### config.mk
export PLATFORM = sky130hd
export DESIGN_NAME = inv_shift_rows_collect
export DESIGN_NICKNAME = d
export VERILOG_FILES = /design/src/rtl/inv_shift_rows_collect.sv
export SDC_FILE = /design/constraint.sdc
export NUM_CORES = 1
export LEC_CHECK = 0
export CAP_MARGIN = 40
export CORE_ASPECT_RATIO = 0.8
export CORE_UTILIZATION = 28
export CTS_BUF_LIST = sky130_fd_sc_hd__clkbuf_4 sky130_fd_sc_hd__clkbuf_8
export CTS_CLUSTER_SIZE = 24
export DETAILED_ROUTE_END_ITERATION = 8
export GPL_TIMING_DRIVEN = 0
export PLACE_DENSITY = 0.51
export SYNTH_ARGS = -nofsm -noshare
export SYNTH_HDL_FRONTEND = slang
export SYNTH_SLANG_ARGS = --single-unit
export TNS_END_PERCENT = 20
### constraint.sdc
create_clock -name clk -period 5.5 [get_ports clk]
set_clock_uncertainty 0.15 [all_clocks]
set_input_delay 0.825 -clock clk [delete_from_list [all_inputs] [get_ports clk]]
set_output_delay 0.825 -clock clk [all_outputs]
set_load 0.01 [all_outputs]
### src/rtl/inv_shift_rows_collect.sv
// Column-serial collector with InvShiftRows folded into the write permutation.
// Define INV_SHIFT_ROWS_PINGPONG_EN for the double-buffered variant.
module inv_shift_rows_collect (
    input  logic         clk,
    input  logic         rst_n,
    input  logic         clear,
    input  logic [31:0]  col_in,
    input  logic         col_valid,
    output logic         col_ready,
    output logic [127:0] state_out,
    output logic         state_valid,
    input  logic         state_ready,
    output logic         busy
);

    // Byte in[r][c] lands at out[r][(c+r) mod 4]; row r of a column is col[31-8r -: 8].
    function automatic logic [127:0] write_col(input logic [127:0] cur,
                                               input logic [1:0]   c,
                                               input logic [31:0]  col);
        logic [127:0] res;
        logic [1:0]   oc;
        res = cur;
        for (int r = 0; r < 4; r++) begin
            oc = c + 2'(r);
            res[127 - 32*int'(oc) - 8*r -: 8] = col[31 - 8*r -: 8];
        end
        return res;
    endfunction

    logic [1:0] col_cnt_q, col_cnt_d;
    logic       col_accept;
    logic       out_accept;
    logic       last_col;

    assign col_accept = col_valid && col_ready;
    assign out_accept = state_valid && state_ready;
    assign last_col   = col_accept && (col_cnt_q == 2'd3);
    assign busy       = (col_cnt_q != 2'd0);

`ifdef INV_SHIFT_ROWS_PINGPONG_EN

    logic [1:0][127:0] buf_q, buf_d;
    logic              wr_ptr_q, wr_ptr_d;
    logic              rd_ptr_q, rd_ptr_d;
    logic [1:0]        full_cnt_q, full_cnt_d;

    assign col_ready   = (full_cnt_q < 2'd2);
    assign state_valid = (full_cnt_q != 2'd0);
    assign state_out   = buf_q[rd_ptr_q];

    always_comb begin
        buf_d      = buf_q;
        col_cnt_d  = col_cnt_q;
        wr_ptr_d   = wr_ptr_q;
        rd_ptr_d   = rd_ptr_q;
        full_cnt_d = full_cnt_q;
        if (clear) begin
            col_cnt_d  = 2'd0;
            wr_ptr_d   = 1'b0;
            rd_ptr_d   = 1'b0;
            full_cnt_d = 2'd0;
        end else begin
            if (col_accept) begin
                buf_d[wr_ptr_q] = write_col(buf_q[wr_ptr_q], col_cnt_q, col_in);
                col_cnt_d       = col_cnt_q + 2'd1;
                if (last_col) begin
                    wr_ptr_d = ~wr_ptr_q;
                end
            end
            if (out_accept) begin
                rd_ptr_d = ~rd_ptr_q;
            end
            // Simultaneous completion and release leaves the count unchanged.
            case ({last_col, out_accept})
                2'b10:   full_cnt_d = full_cnt_q + 2'd1;
                2'b01:   full_cnt_d = full_cnt_q - 2'd1;
                default: full_cnt_d = full_cnt_q;
            endcase
        end
    end

    always_ff @(posedge clk or negedge rst_n) begin
        if (!rst_n) begin
            buf_q      <= '0;
            col_cnt_q  <= 2'd0;
            wr_ptr_q   <= 1'b0;
            rd_ptr_q   <= 1'b0;
            full_cnt_q <= 2'd0;
        end else begin
            buf_q      <= buf_d;
            col_cnt_q  <= col_cnt_d;
            wr_ptr_q   <= wr_ptr_d;
            rd_ptr_q   <= rd_ptr_d;
            full_cnt_q <= full_cnt_d;
        end
    end

`else

    typedef enum logic [0:0] {StFill, StHold} state_e;

    state_e       state_q, state_d;
    logic [127:0] buf_q, buf_d;

    assign col_ready   = (state_q == StFill);
    assign state_valid = (state_q == StHold);
    assign state_out   = buf_q;

    always_comb begin
        state_d   = state_q;
        col_cnt_d = col_cnt_q;
        buf_d     = buf_q;
        if (clear) begin
            state_d   = StFill;
            col_cnt_d = 2'd0;
        end else begin
            case (state_q)
                StFill: begin
                    if (col_accept) begin
                        buf_d     = write_col(buf_q, col_cnt_q, col_in);
                        col_cnt_d = col_cnt_q + 2'd1;
                        if (last_col) begin
                            state_d = StHold;
                        end
                    end
                end
                StHold: begin
                    if (out_accept) begin
                        state_d   = StFill;
                        col_cnt_d = 2'd0;
                    end
                end
                default: state_d = StFill;
            endcase
        end
    end

    always_ff @(posedge clk or negedge rst_n) begin
        if (!rst_n) begin
            state_q   <= StFill;
            col_cnt_q <= 2'd0;
            buf_q     <= '0;
        end else begin
            state_q   <= state_d;
            col_cnt_q <= col_cnt_d;
            buf_q     <= buf_d;
        end
    end

`endif

endmodule

==> After elaboration in Yosys (flattened, before gate mapping) <==
Cells that the tools add are included.
{ "totals": {"ff_bits": 131, "in_bits": 37, "wordCells": 49} }
{ "op_classes": {"n_addsub": 14, "eq_ne": 3, "shift": 8, "mux": 13, "n_bitwise": 2, "reduce_logical": 6} }
{ "ops": {"columns": ["op", "n"], "rows": [
  ["8-bit by 33-bit variable shift with 135-bit output, first input constant", 4],
  ["8-bit by 33-bit indexed part select with 135-bit output", 4],
  ["128-bit bitwise mux", 4],
  ["9-bit negation with 33-bit output", 3],
  ["8-bit negation with 33-bit output", 1],
  ["7-bit by 7-bit subtractor with 8-bit output, first input constant", 4],
  ["8-bit by 6-bit subtractor with 9-bit output, second input constant", 2],
  ["8-bit by 5-bit subtractor with 9-bit output, second input constant", 1],
  ["2-bit 2-to-1 mux", 3],
  ["2-bit adder, second input constant", 2],
  ["1-bit 2-to-1 mux", 4],
  ["2-bit case mux with 2 select lines", 1],
  ["1-bit logical AND", 3],
  ["3-bit by 2-bit inequality test with 1-bit output, second input constant", 1],
  ["3-bit inequality test, second input constant", 1],
  ["3-bit AND reduction", 1],
  ["2-bit by 1-bit adder with 2-bit output, second input constant", 1],
  ["2-bit == test, second input constant", 1],
  ["1-bit inverter", 2],
  ["1-bit case mux with 2 select lines", 1],
  ["2-bit AND reduction", 1],
  ["2-bit nonzero test", 1]
]} }

==> Logic depth before layout (Yosys ltp) <==
Gate-level depths: netlist of the first run.
{ "depth": {"depth_word": 8, "mapped_depth": 8} }

==> Least setup slack after synthesis of the first run <==
Ideal clock, no wire load.
{ "synth_path": {"path_type": "reg2out", "startpoint": "register col_cnt_q[0]", "endpoint": "output busy", "arrival_ns": 0.947, "path_slack_ns": 3.578, "path_stages_with_launch": 5, "n_path_buf": 1, "path_cell_list": "dfrtp_1 buf_6 inv_1 ha_1 inv_1"} }
{ "synth_via": {"elab_chain_cells": 1} }
{ "synth_lines": {"columns": ["element", "line_no", "text"], "rows": [
  ["start: declaration", "30", "logic [1:0] col_cnt_q, col_cnt_d;"],
  ["start signal: assignment", "145", "col_cnt_q <= col_cnt_d;"],
  ["2-bit nonzero test", "38", "assign busy = (col_cnt_q != 2'd0);"],
  ["end: declaration", "13", "output logic busy"]
]} }
Every way passes these cells.

==> Worst setup path after layout of the first run <==
Same ends and word-level chain as after synthesis.

==> results.md, run 1 <==
- The run finished with clean final reports.
- The power per cell area is 326 mW/mm2.
- Summed over all cells, the static leakage comes to 3.34 nW.
- For this run the aggregate overflow at the end of global routing stands at 0.
- The fill cell total of the finished layout is 1913.
- After layout, the minimum clock period comes to 3.03 ns.
- Averaged over all synthesized cells, the footprint is 9.40 um2.
- At the end of routability-driven placement, the weighted congestion stood at 0.769.
- The tightest hold path in the finished design has a slack of 0.226 ns.
- The share of synthesized area in the top cell type comes to 0.586.
- Counting the buffers created by CTS gives 17.
- The post-cts resize count is 0.
- The sequential share of the synthesized area is 0.586.
- The sum of routed wire length over all layers is roughly 18000 um.
- During synthesis, Yosys emitted a total of 0 warnings.
- The netlist uses 21 different library cells.
- The routed length on met1 is 8000 um.
- Dividing the final minimum period by the clock period gives 0.550.
- The number of buffers inserted by port buffering is 166.
- The number of setup violations in the final report is 0.
- The starting DRC count in detailed routing is 281.
- The combinational power share is 0.212.
- The clock insertion delay at the later pin of the skew report is 0.44 ns.
- The data arrival time of the worst path is 2.05 ns.
- The count of nets left with antenna violations after detail routing is 0.
- The internal power consumption is 1.87 mW.
- The CTS tree is built.
- The number of antenna diodes in the final layout is 0.
- STA classifies the critical path startpoint as a flip-flop.
- The maximum number of pins on one net before global-route repair is 70.
- The achievable clock frequency is roughly 0.33 GHz.
- For this run, the slowest stage of the critical path takes roughly 0.53 ns.
- From left edge to right edge, the die measures 160 um.
- Along the worst path, the maximum fanout reaches 10.
- Setup repair after global routing left no endpoint under its margin.
- The starting density of the core is 0.290.
- Headroom to the max-slew limit came out at 0.589.
- Synthesis handed over a netlist of 595 instances.
- The largest individual stage delay along the critical path comes from the cell sky130_fd_sc_hd__clkdlybuf4s50_1.
- Using the TritonRoute via totals, the vias-per-cell ratio works out to 4.52.
- The routed design uses 1350 um of met3 wire.
- The via count of the first global-routing pass came to 4853.
- The uppermost layer routed is met4.
- The net count after synthesis is 640.
- After detailed routing, the number of remaining DRC violations is 0.
- The proportion of power drawn by flip-flops and latches is 0.432.
- The final number of hold-violating endpoints came to 0.
- Wire segments on met2 add up to between 8000 and 9000 um in the final route.
- The total count of max-transition violations in the final report was 0.
- The wire length of the first global-routing pass is 28100 um.
- The number of nets in the layout is a little over 800.
- The fraction of power spent switching nets is 0.288.
- The placement-stage worst setup slack is ~2.8 ns.
- The root buffer cell chosen for the clock tree is sky130_fd_sc_hd__clkbuf_8.
- Pin placement for this block handled 168 I/O pins.
- Once the clock tree was built, the setup fixing pass inserted 0 buffers.
- The critical path endpoint category is an output port.
- The region available for standard cell placement spans 0.0193 mm2.
- The worst path meets setup with 2.47 ns of slack.
- The worst reg-to-reg path cell count is 7.
- The count of placed standard cells in the final layout, fillers left out is 1052.
- The H-tree was split into 4 levels.
- The register bit total from synthesis is between 100 and 150.
- Clock tree synthesis found a total of about 130 sinks.
- The floorplan die area is around 0.021 mm2.
- The startpoint of the most critical register-to-register path is col_cnt_q[1].
- The critical path data required time is 4.53 ns.
- The setup check on the worst reg-to-reg path leaves a slack of 3.31 ns.
- The die is roughly 130 um tall.
- For this block, the via count after detailed routing is 4759.
- The first-pass iteration count of the detailed router is 5.
- Walking the worst path, the cells encountered are buf_6 > inv_1 > ha_1 > inv_1 > clkdlybuf4s50_1.
- The net switching power of the design is 0.757 mW.
- The library cell occupying the most area in the post-synthesis netlist is sky130_fd_sc_hd__dfrtp_1.
- The routed length per placed instance is 17.0 um.
- The worst-case IR drop observed on VDD is ~0.14 mV.
- The clock input transition at the sequential cells of the worst setup and hold paths is roughly 0.08 ns.
- Summed over all nets, the half-perimeter wirelength after detailed placement is approximately 13000 um.
- The number of antenna violations at the first check in global routing is 0.
- The largest buffer count on any clock path is 2.
- Across every metal layer, demand over resource in global routing totals 0.181.
- In the final layout, the share of cells above drive strength 1 is 0.0995.
- The power share of the clock group is 0.356.
- In the post-synthesis netlist, the biggest area contributors are sky130_fd_sc_hd__dfrtp_1 59%, sky130_fd_sc_hd__nand2_1 17%, sky130_fd_sc_hd__o21ai_1 11%.
- The min-delay analysis places its worst path in the category input port to async pin.
- The endpoint of the lowest-slack register-to-register path is state_out[70].
- The most frequent cell on the critical path is sky130_fd_sc_hd__inv_1.
- After detailed placement, the design holds a cell count of 1020.
- The number of placement rows is 45.
- At the pin with the least slew margin, the transition time is 0.617 ns.
- In this run, post-CTS hold repair placed 0 buffers.
- The synthesis-to-layout area growth is 44.1%.
- Max-cap violations in this run came to 0.
- The worst setup path is of the flip-flop to output port kind.
- The cell area that synthesis handed to floorplanning was 0.00559 mm2.
## sequential cells by signal, summed over array words and instances, names as in the netlist
| signal | count |
|---|---|
| state_out | 128 |
| col_cnt_q | 2 |
| state_valid | 1 |
## placed cells by master (no fill, tap or decap), types with 5 or more instances in the layout
cell,netlist,routed
sky130_fd_sc_hd__nand4bb_4,6,6
sky130_fd_sc_hd__ha_1,8,8
sky130_fd_sc_hd__clkdlybuf4s50_1,0,165
sky130_fd_sc_hd__o21ai_1,124,124
sky130_fd_sc_hd__nor2b_1,6,6
sky130_fd_sc_hd__buf_4,7,7
sky130_fd_sc_hd__buf_6,11,12
sky130_fd_sc_hd__clkbuf_1,6,6
sky130_fd_sc_hd__buf_2,18,18
sky130_fd_sc_hd__inv_6,0,5
sky130_fd_sc_hd__nand2_1,256,256
sky130_fd_sc_hd__dfrtp_1,131,131
sky130_fd_sc_hd__clkbuf_8,0,18
## layout make-up
type,instances,area (um2),share of cell area
Buffer,42,289,0.0359
Clock buffer,19,255,0.0317
Clock inverter,13,195,0.0242
Inverter,4,15.0,0.00186
Multi-Input combinational cell,418,2010,0.249
Sequential cell,131,3280,0.407
Tap cell,258,323,0.0401
Timing Repair Buffer,167,1690,0.210
## cell usage after synthesis, drive strengths merged
cell type / number
a211oi: 1
o31ai: 1
nand3b: 1
a21oi: 1
nand4bb: 8
clkbuf: 6
o21ai: 128
ha: 8
nor2: 6
nor2b: 6
dfrtp: 131
nand2: 256
buf: 36
inv: 4
and2: 2
## through the flow
stage | utilization | instance area [um2] | power (mW) | setup TNS [ns]
after global placement | 0.393 | 7580 | 1.70 | -227.04
after detailed placement | 0.395 | 7600 | 1.72 | 0
after floorplan | - | 5590 | 1.37 | 0
final | 0.418 | 8060 | 2.63 | 0
after CTS | 0.418 | 8060 | 2.66 | 0
after global routing | 0.418 | 8060 | 2.76 | 0
## worst max path at each step
stage / endpoint / startpoint / depth (start not counted) / slack, ns
2_1_floorplan: busy / col_cnt_q[0] / 4 / 3.58
3_3_place_gp: state_out[47] / rst_n / 1 / -1.74
3_5_place_dp: state_out[10] / clear / 5 / 2.84
4_1_cts: busy / col_cnt_q[1] / 4 / 2.43
5_1_grt: busy / col_cnt_q[0] / 5 / 2.37
6_report: busy / col_cnt_q[0] / 5 / 2.47
## cell families (layout without fill, tap and decap cells)
logic type | after synthesis | count (layout) | share of synthesized area
buffers and inverters | 46 | 245 | 0.0544
AOI/OAI and AO/OA | 131 | 131 | 0.118
and+or+nand+nor | 279 | 279 | 0.223
DFF | 131 | 131 | 0.586
adders and majority gates | 8 | 8 | 0.0179
## critical path, delay by kind of cell, from the launching register on
family / cells / cell delay [ns]
buffers and inverters: 4 / 0.89
flip-flops: 1 / 0.47
adder cells (fa/ha/maj): 1 / 0.24
## routing by layer
layer  up-vias  track usage
met2       142        0.281
li1       2290            -
met5         -            0
met3        20       0.0442
met1      2307        0.249
met4         0       0.0605
## power groups by stage
stage / logic [mW] / registers, mW / clock network [mW]
after floorplan: 0.173 / 1.19 / 0
after global placement: 0.555 / 1.15 / 0
after detailed placement: 0.566 / 1.15 / 0
after CTS: 0.567 / 1.14 / 0.955
after global routing: 0.611 / 1.15 / 0.999
final: 0.558 / 1.13 / 0.935
Power figures use the tool's default switching activity.
==> run 2, diff against run 1 <==
==> constraint.sdc (replaced) <==
create_clock -name clk -period 2.9 [get_ports clk]
set_clock_uncertainty 0.15 [all_clocks]
set_input_delay 0.435 -clock clk [delete_from_list [all_inputs] [get_ports clk]]
set_output_delay 0.435 -clock clk [all_outputs]
set_load 0.01 [all_outputs]
==> run 2 against run 1 <==
Net effect: utilization increased by 0.052 points; design area increased by 0.12%; largest cell class unchanged; cell count about the same; clock power increased by 89%; clock-buffer cell count unchanged; setup slack got worse by 2.2 ns; non-clock buffer count increased by 1; wire length increased by 0.35%; via count increased by 0.95%; highest routed layer unchanged; first-iteration DRC count increased by 1.8%.
==> results.md, run 2 (synthesized netlist as in run 1, its figures left out) <==
- The number of buffers inserted by port buffering came to 166 (unchanged).
- The post-cts resize count came to 0 (unchanged).
- The worst reg-to-reg path cell count is 7 (unchanged).
- The number of placement rows is 45 (unchanged).
- The static leakage power is 3.34 nW (+0.13%).
- Setup repair after global routing left no endpoint under its margin.
- The worst slew slack as a fraction of its limit is 0.590 (+0.00149).
- The residual overflow from global routing is 0 (unchanged).
- The number of I/O pins was 168 (unchanged).
- The largest buffer count on any clock path is 2 (unchanged).
- The area of all placed cells without fillers is 0.00807 mm2 (+0.12%).
- The power per cell area is 619 mW/mm2 (+90%).
- The worst hold path begins at col_valid.
- The number of sinks driven by the clock tree is 131 (unchanged).
- The sequential cell area was 0.00328 mm2 (unchanged).
- The sum of routed wire length over all layers is 18000 um (+0.35%).
- The endpoint of the lowest-slack register-to-register path is state_out[70].
- The chip height is 128 um (unchanged).
- The critical path endpoint category is an output port.
- The H-tree depth is 4 (unchanged).
- The number of flip-flops under the largest register name is 128 (unchanged).
- The final number of hold-violating endpoints was 0 (unchanged).
- The critical path goes through buf_6 > inv_1 > ha_1 > inv_1 > clkdlybuf4s50_1.
- In the layout the commonest cells are 256 x sky130_fd_sc_hd__nand2_1, 165 x sky130_fd_sc_hd__clkdlybuf4s50_1, 131 x sky130_fd_sc_hd__dfrtp_1, 124 x sky130_fd_sc_hd__o21ai_1.
- The family with the most delay on the worst path is buffers and inverters.
- The fill cell total of the finished layout is 1914 (+0.052%).
- The count of nets left with antenna violations after detail routing is 0 (unchanged).
- The worst setup path is of the flip-flop to output port kind.
- The largest fanout on the critical path is 10 (unchanged).
- The number of setup violations in the final report came to 0 (unchanged).
- The internal reg-to-reg setup slack is 0.71 ns (-2.60 ns).
- The critical path data required time is 2.32 ns (-2.21 ns).
- The achievable clock frequency is roughly 0.38 GHz.
- The slew at the pin closest to its max-slew limit is 0.614 ns (-0.00223 ns).
- In this run the clock root is driven by a sky130_fd_sc_hd__clkbuf_8.
- The die width is 160 um (unchanged).
- The total count of max-transition violations in the final report is 0 (unchanged).
- The total routing resource utilization after global routing was 0.181 (unchanged).
- The maximum number of pins on one net before global-route repair is 70 (unchanged).
- The detailed placement HPWL came to 13300 um (unchanged).
- The count of unresolved DRC violations after routing is 0 (unchanged).
- The startpoint of the most critical register-to-register path is col_cnt_q[1].
- The synthesis-to-layout area growth is 44.2%.
- The via count of the first global-routing pass is 4853 (unchanged).
- The number of hold-repair buffers added at the cts stage came to 1 (+1).
- STA classifies the critical path startpoint as a flip-flop.
- TritonCTS built the clock tree.
- The clock input transition at the sequential cells of the worst setup and hold paths was 0.08 ns (about the same).
- The number of antenna violations at the first check in global routing is 0 (unchanged).
- The most common cell after layout, fill and taps aside is sky130_fd_sc_hd__nand2_1.
- The number of vias in the routed layout came to 4804 (+0.95%).
- The floorplan die area is 0.0205 mm2 (unchanged).
- The utilization of the core after routing is 0.419 (+0.000519).
- The routed length per placed instance was 17.1 um (+0.26%).
- The total setup buffers inserted after CTS came to 0 (unchanged).
- The antenna diode count is 0 (unchanged).
- The post-detailed-route via-to-cell ratio is 4.56 (+0.85%).
- The core outline area is 0.0193 mm2 (unchanged).
- The final weighted congestion in routability-driven placement is 0.769 (unchanged).
- Dividing the final minimum period by the clock period gives 0.909.
- The max-cap violation count is 0 (unchanged).
- The number of buffer and inverter stages on the critical path came to 4 (unchanged).
- The total power of the final layout came to 4.99 mW (+90%).
- The final total negative setup slack was 0 ns (unchanged).
- The most frequent cell on the critical path is sky130_fd_sc_hd__inv_1.
- Counting instances, the worst hold path has a depth of 3.
- The post-placement cell count came to 1020 (unchanged).
- The flow ran to the end, and the final reports show no timing, DRC or antenna violations.
- The number of nets in the layout is 827 (+0.12%).
- The worst-case hold path end point is state_out[69].
- The first-pass iteration count of the detailed router is 4 (-1).
- The ratio of cells with drive above 1 in the final layout is 0.0994 (-0.000125).
- The shortest period the worst path allows is 2.64 ns.
- The multi-input logic area is 0.00201 mm2 (unchanged).
- The starting DRC count in detailed routing is 286 (+1.8%).
- The peak per-stage delay on the critical path is 0.53 ns (about the same).
- The starting density of the core was 0.290 (unchanged).
- The peak supply drop was 0.270 mV (+91%).
- The cell with the largest stage delay on the worst path is sky130_fd_sc_hd__clkdlybuf4s50_1.
- The total cell area at the placement stage is 0.00760 mm2 (unchanged).
- The count of placed standard cells in the final layout, fillers left out is 1053 (+0.095%).
- The data arrival time of the worst path is 2.05 ns (about the same).
- The number of clock buffers inserted by TritonCTS is 17 (unchanged).
- The clock insertion delay at the later pin of the skew report is 0.44 ns (about the same).
- The wire length of the first global-routing pass came to 28100 um (unchanged).
- The class of the tightest hold or removal check is input port to flip-flop.
run 2: cell count changes in the layout (fill, tap and decap cells not counted):
cell,before,now
sky130_fd_sc_hd__dlygate4sd3_1,0,1
run 2: worst max path at each step:
| stage | to | slack (ns) | cells after the start | from |
|---|---|---|---|---|
| after floorplan | state_out[48] | 1.03 | 8 | col_cnt_q[0] |
| after global placement | state_out[47] | -3.95 | 1 | rst_n |
| after detailed placement | state_out[10] | 0.63 | 5 | clear |
| after CTS | busy | 0.22 | 4 | col_cnt_q[1] |
| after global routing | busy | 0.16 | 5 | col_cnt_q[0] |
| final | busy | 0.26 | 5 | col_cnt_q[0] |
run 2: through the flow:
step / setup WS, ns / hold slack, ns
after floorplan: 1.03 / -0.0106
after global placement: -3.95 / 0.314
after detailed placement: 0.626 / 0.319
after CTS: 0.224 / 0.223
after global routing: 0.156 / 0.237
final: 0.264 / 0.239
run 2: worst register-to-register path: stages (launching register included):
cell and delay (ns):
sky130_fd_sc_hd__dfrtp_1 0.56, sky130_fd_sc_hd__inv_1 0.19, sky130_fd_sc_hd__ha_1 0.44, sky130_fd_sc_hd__nor2b_1 0.18, sky130_fd_sc_hd__buf_2 0.19, sky130_fd_sc_hd__buf_4 0.20
sky130_fd_sc_hd__nand2_1 0.08, sky130_fd_sc_hd__o21ai_1 0.13
run 2: final cells by class:
cell class | count | share of cell area
repair buffers | 168 | 0.211
clock inverters | 13 | 0.0242
multi-input cells | 418 | 0.249
clock buffers | 19 | 0.0316
flip-flops and latches | 131 | 0.406
inverters | 4 | 0.00186
plain buffers | 42 | 0.0358
well taps | 258 | 0.0400
run 2: power by group:
| part | leakage, nW | switching (mW) | internal [mW] |
|---|---|---|---|
| clock network | 0.218 | 0.790 | 0.984 |
| logic | 1.34 | 0.524 | 0.539 |
| registers | 1.78 | 0.126 | 2.03 |
run 2: layer usage:
metal	GRT usage	share of wire	vias to the layer above
li1	-	-	2295
met1	0.249	0.47	2345
met2	0.281	0.46	142
met3	0.0442	0.057	22
met4	0.0605	0.015	0
met5	0	0	-
